$ cat src/rtl/bcd_conv_pkg.sv
// Shared definitions for the digit-serial BCD <-> Excess-3 converter.
//   state_t      : converter FSM states
//   XS3_OFFSET   : Excess-3 bias
//   MODE_*       : conversion direction encoding (in_mode)
//   BCD_MAX, XS3_MIN, XS3_MAX : digit legality bounds
package bcd_conv_pkg;

  typedef enum logic [1:0] {
    IDLE = 2'd0,
    CONV = 2'd1,
    DONE = 2'd2
  } state_t;

  localparam logic [3:0] XS3_OFFSET   = 4'd3;

  localparam logic       MODE_BCD2XS3 = 1'b0;
  localparam logic       MODE_XS32BCD = 1'b1;

  localparam logic [3:0] BCD_MAX      = 4'd9;
  localparam logic [3:0] XS3_MIN      = 4'd3;
  localparam logic [3:0] XS3_MAX      = 4'd12;

endpackage

$ cat src/rtl/bcd_xs3_digit.sv
// Combinational single-digit BCD <-> Excess-3 converter.
//   digit   in  [3:0]  source digit
//   mode    in         0 = BCD->XS3, 1 = XS3->BCD
//   result  out [3:0]  converted digit (modulo 16)
//   illegal out        source digit is not a legal code for the mode
// Build option: BCDCONV_ERR_FORCE_EN replaces the result of an illegal
// digit with 4'hF; otherwise the modulo-16 value passes through.
module bcd_xs3_digit
  import bcd_conv_pkg::*;
(
  input  logic [3:0] digit,
  input  logic       mode,
  output logic [3:0] result,
  output logic       illegal
);

  logic [3:0] raw;

  always_comb begin
    raw     = digit + XS3_OFFSET;
    illegal = 1'b0;
    if (mode == MODE_BCD2XS3) begin
      raw     = digit + XS3_OFFSET;
      illegal = (digit > BCD_MAX);
    end else begin
      raw     = digit - XS3_OFFSET;
      illegal = (digit < XS3_MIN) || (digit > XS3_MAX);
    end
  end

`ifdef BCDCONV_ERR_FORCE_EN
  assign result = illegal ? 4'hF : raw;
`else
  assign result = raw;
`endif

endmodule

$ cat src/rtl/bcd_xs3_conv_seq.sv
// Digit-serial, bidirectional BCD <-> Excess-3 converter for DIGITS-digit
// words. One digit is converted per clock, least-significant first.
//   clk, rst_n     clock, asynchronous active-low reset
//   in_valid/in_ready, in_mode, in_data   input word handshake
//   out_valid/out_ready, out_data         result handshake
//   out_err_mask, out_err                 per-digit illegal-code flags
// Build option: BCDCONV_ERR_FORCE_EN (see bcd_xs3_digit).
//
// state | meaning
// ------+-------------------------------------------------------------
// IDLE  | waiting for a word, in_ready=1
// CONV  | converting digit[cnt] in place, one digit per cycle
// DONE  | result held on out_*; may accept the next word on pop
module bcd_xs3_conv_seq
  import bcd_conv_pkg::*;
#(
  parameter int DIGITS = 4
) (
  input  logic                clk,
  input  logic                rst_n,
  input  logic                in_valid,
  output logic                in_ready,
  input  logic                in_mode,
  input  logic [4*DIGITS-1:0] in_data,
  output logic                out_valid,
  input  logic                out_ready,
  output logic [4*DIGITS-1:0] out_data,
  output logic [DIGITS-1:0]   out_err_mask,
  output logic                out_err
);

  localparam int CNT_W = (DIGITS > 1) ? $clog2(DIGITS) : 1;
  localparam logic [CNT_W-1:0] LAST = CNT_W'(DIGITS - 1);

  state_t              state, state_nxt;
  logic [CNT_W-1:0]    cnt;
  logic [4*DIGITS-1:0] work;
  logic [DIGITS-1:0]   err_mask;
  logic                mode_q;
  logic                accept;
  logic [3:0]          cur_digit;
  logic [3:0]          conv_res;
  logic                conv_illegal;

  assign cur_digit = work[4*cnt +: 4];

  bcd_xs3_digit u_digit (
    .digit   (cur_digit),
    .mode    (mode_q),
    .result  (conv_res),
    .illegal (conv_illegal)
  );

  always_comb begin
    state_nxt = state;
    // rst_n gating keeps in_ready low for the whole reset window.
    in_ready  = rst_n && ((state == IDLE) || ((state == DONE) && out_ready));
    accept    = in_valid && in_ready;
    case (state)
      IDLE: if (accept) state_nxt = CONV;
      CONV: if (cnt == LAST) state_nxt = DONE;
      DONE: begin
        if (out_ready) state_nxt = in_valid ? CONV : IDLE;
      end
      default: state_nxt = IDLE;
    endcase
  end

  always_ff @(posedge clk or negedge rst_n) begin
    if (!rst_n) begin
      state    <= IDLE;
      cnt      <= '0;
      work     <= '0;
      err_mask <= '0;
      mode_q   <= MODE_BCD2XS3;
    end else begin
      state <= state_nxt;
      if (accept) begin
        work     <= in_data;
        mode_q   <= in_mode;
        cnt      <= '0;
        err_mask <= '0;
      end else if (state == CONV) begin
        work[4*cnt +: 4] <= conv_res;
        err_mask[cnt]    <= conv_illegal;
        if (cnt != LAST) cnt <= cnt + 1'b1;
      end
    end
  end

  // Outputs are forced to zero outside DONE so a partially converted
  // word is never visible.
  assign out_valid    = (state == DONE);
  assign out_data     = out_valid ? work : '0;
  assign out_err_mask = out_valid ? err_mask : '0;
  assign out_err      = |out_err_mask;

endmodule

$ cat config.mk
export PLATFORM = sky130hd
export DESIGN_NAME = bcd_xs3_conv_seq
export DESIGN_NICKNAME = d
export VERILOG_FILES = /design/src/rtl/bcd_conv_pkg.sv /design/src/rtl/bcd_xs3_digit.sv /design/src/rtl/bcd_xs3_conv_seq.sv
export SDC_FILE = /design/constraint.sdc
export NUM_CORES = 1
export LEC_CHECK = 0
export ABC_AREA = 1
export BUFFER_PORTS_ARGS = -buffer_cell sky130_fd_sc_hd__clkbuf_2
export CAP_MARGIN = 10
export CORE_MARGIN = 2
export CORE_UTILIZATION = 30
export CTS_CLUSTER_SIZE = 40
export DETAILED_ROUTE_END_ITERATION = 12
export GPL_ROUTABILITY_DRIVEN = 0
export PLACE_DENSITY_LB_ADDON = 0.1
export SYNTH_ARGS = -nofsm -noshare
export SYNTH_HDL_FRONTEND = slang
export SYNTH_SLANG_ARGS = --single-unit
$ cat constraint.sdc
create_clock -name clk -period 2.15 [get_ports clk]
set_clock_uncertainty 0.05 [all_clocks]
set_input_delay 0.1075 -clock clk [delete_from_list [all_inputs] [get_ports clk]]
set_output_delay 0.1075 -clock clk [all_outputs]
set_load 0.05 [all_outputs]
==> impl_results.md <==
- Reg2reg path depth: 11
- Per-cell routed wire length: 15.2 µm
- Post-route ant nets: 0
- ANT cells: 0
- H-tree Lvls: 1
- Core ar.: 5920 µm²
- Delay of the slowest cell on the worst path: 0.50 ns
- CP max FO: 7
- Reg-to-reg slack, setup: 0.12 ns
- CP cell instances: buf_4 -> nand2_1 -> nand3_1 -> nand2_2 -> ha_1 -> nor2_1 -> nor2_2 -> xor2_2 -> buf_4 -> nand3_1 -> o211ai_1
- Hold Crit Class: in -> reg
- Total placed cells including tap cells: 371
- Pwr Density: 1530 nW/µm²
- Post-Syn Nets: 281
- Root Buffer: clkbuf_8
- Status: complete, no violations
- Number of synthesized register bits: 25
- Chip Width: 82.2 µm
- Full die area: 6750 µm²
- Hold Path Origin: in_data[4]
- Pleak: 1.15 nW
- Drt pass-1 iters: 4
- Switching Fraction: 0.530
- Setup CP Type: reg -> reg
- Yosys Warn Count: 0
- R2r endpoint: work[2]$_DFFE_PN0P_
- Clock Tree Buf Depth: 2
- First-pass GRT wire length: 9230 µm
- Crit share post-route: 0.945
- Via density: 4.79
- Rows: 28
- Critical path's top delay family: simple AND/OR/NAND/NOR gates
- CTS tree: done
- Yosys top cell area share: 0.341
- Aggregate global-route resource usage: 0.185
- Commonest cells in the netlist: nand2_1 (53), inv_1 (35), nand3_1 (33), nor2_1 (31), dfrtp_1 (25)
- Grt ovf: 0
- Area grow syn2layout: 21.6%
- Least-Margin Pin Slew: 0.715 ns
- Critical path required time: 2.29 ns
- Initial core utilization: 0.310
- Sequential Power Share: 0.244
- CTS sink cnt: 25
- VDD IR max: 0.420 mV
- Initial antenna violation count: 0
- Post-layout utilization of the core: 0.376
- Cell Area, Synth: 1830 µm²
- Data arrival time of the worst path: 2.17 ns
- Largest net degree at the start of global routing: 27
- Post-synth EDFFs: 0
- # port buffers: 43
- Share of cells above drive strength 1: 0.296
- CP Capture Type: flop
- Fin cells: 379
- Worst Hold Depth: 3
- Cells after synthesis: 253
- Fill cell count: 655
- Reg2reg start: cnt[0]$_DFFE_PN0P_
- Fin nets: 333
- Hold EP: work[4]$_DFFE_PN0P_
- Power share of the clock group: 0.086
- Num ports: 44
- Slowest-stage cell, CP: dfrtp_2
- Instance count on the critical path: 11
- Syn Area/Cell: 7.25 µm²
- RSZ-0062 raised after global routing: no
- CTS clock-pin slew for the worst setup and hold paths: 0.09 ns
- Fin. max-slew vios: 0
- Top cell type by total area after synthesis: dfrtp_1
- Post-synth cell types: 28
- Synth Flop Type: dfrtp_1
- Crit path launch type: flop
- Fmax: 0.492 GHz
- Multi-input gate area: 988 µm²
- Vias in the first global route: 1760
- Cts bufs inserted: 3
- Via Count: 1814
- Switch Pwr: 1.81 mW
- Initial DRC Count: 96
- DRC Markers: 0
- Final hold vios: 0
- Skew-Pair Late Insertion Delay: 0.27 ns
- Post-synthesis async set-or-reset flop share: 1.00
- Dominant cells by area after synthesis: dfrtp_1 (34%), nand2_1 (11%), nand3_1 (9.0%), inv_1 (7.2%), nor2_1 (6.3%)
- WL final: 5770 µm
- Worst rel slew slack: 0.523
- FF/Latch Area: 627 µm²
- Post-synthesis sequential area ratio: 0.341
- Final setup fails: 0
- Post-route minimum period: 2.03 ns
- Chip Height: 82.2 µm
- Buf/Inv on CP: 2
- Max_cap viols: 0
- DP HPWL: 4570 µm
- Comb power frac: 0.671
- Internal Power: 1.61 mW
- Count leader, synth: nand2_1
==> worst max path at each step <==
stage / start / to / slack [ns]
final: cnt[0]$_DFFE_PN0P_ / work[2]$_DFFE_PN0P_ / 0.12
after global routing: cnt[0]$_DFFE_PN0P_ / work[2]$_DFFE_PN0P_ / 0.002
after CTS: cnt[0]$_DFFE_PN0P_ / work[6]$_DFFE_PN0P_ / 0.04
after detailed placement: cnt[0]$_DFFE_PN0P_ / work[6]$_DFFE_PN0P_ / 0.008
after global placement: cnt[0]$_DFFE_PN0P_ / work[6]$_DFFE_PN0P_ / -0.02
after floorplan: state[0]$_DFFE_PN0P_ / out_data[0] / 0.11
==> state kept, by name, indices dropped and copies added (netlist names) <==
register / cells
err_mask: 4
work: 16
state: 2
cnt: 2
mode_q: 1
==> stage by stage <==
step	cell area [µm²]	hold slack (ns)	setup WS, ns	total power [mW]	setup TNS (ns)
final	2230	0.0240	0.118	3.41	0
after global routing	2230	0.0226	0.00178	3.71	0
after CTS	2200	0.0196	0.0380	3.35	0
after detailed placement	2140	0.102	0.00846	3.04	0
after global placement	2140	0.0992	-0.0188	3.08	-0.0207
after floorplan	1840	-0.238	0.113	2.42	0
==> repair_timing <==
action                                  in CTS  in global routing
gates resized for setup                      1                  2
endpoints found under the setup margin       2                  4
hold endpoints to repair                    25                  0
hold buffers                                 1                  0
setup buffers                                0                  3
pin swaps                                    0                  1
==> cells in the final DEF (no fill, tap or decap) <==
master | Yosys | final
a21oi_1 | 3 | 3
a41oi_1 | 1 | 1
and2_1 | 1 | 1
buf_4 | 0 | 14
clkbuf_1 | 5 | 1
clkbuf_2 | 0 | 43
clkbuf_8 | 0 | 3
dfrtp_1 | 25 | 24
dfrtp_2 | 0 | 1
dlygate4sd3_1 | 0 | 1
ha_1 | 7 | 6
ha_2 | 0 | 1
inv_1 | 35 | 35
inv_2 | 1 | 1
inv_6 | 1 | 1
nand2_1 | 53 | 53
nand2_2 | 13 | 13
nand2_4 | 2 | 2
nand3_1 | 33 | 33
nand3_2 | 5 | 5
nor2_1 | 31 | 29
nor2_2 | 3 | 5
nor3_1 | 1 | 1
o2111ai_1 | 1 | 1
o211ai_1 | 3 | 3
o21ai_0 | 6 | 6
o21bai_1 | 2 | 2
o221ai_1 | 9 | 9
o22ai_1 | 4 | 4
xor2_1 | 1 | 1
xor2_2 | 1 | 1
==> kinds of logic after synthesis <==
family / count (synthesis) / synth area share
compound gates: 29 / 0.111
fa+ha+maj: 7 / 0.0478
buf+inv: 48 / 0.124
simple gates: 142 / 0.362
xor+xnor: 2 / 0.0137
flops: 25 / 0.341
==> power groups by stage <==
stage / logic, mW / clock network (mW) / registers (mW)
global placement: 2.23 / 0 / 0.854
finish: 2.29 / 0.292 / 0.832
global route: 2.53 / 0.322 / 0.855
CTS: 2.21 / 0.303 / 0.834
floorplan: 1.65 / 0 / 0.765
detailed placement: 2.20 / 0 / 0.842
==> per-layer routing <==
metal	vias up	GRT usage	routed length, µm
met2	51	0.296	2640
met1	837	0.262	2830
met4	0	0.0517	68
met3	8	0.0250	236
li1	918	-	-
met5	-	0	0
==> cell type report <==
| cell class | count | share of cell area |
|---|---|---|
| sequential | 25 | 0.281 |
| inverter | 37 | 0.0646 |
| clock buffer | 4 | 0.0202 |
| multi-input combinational | 180 | 0.444 |
| timing repair buffer | 58 | 0.148 |
| tap | 75 | 0.0421 |
==> tightest hold or removal path, stage by stage <==
cell,delay [ns]
clkbuf_2,0.08
nand3_1,0.07
o221ai_1,0.06
(Power assumes the default switching activity.)
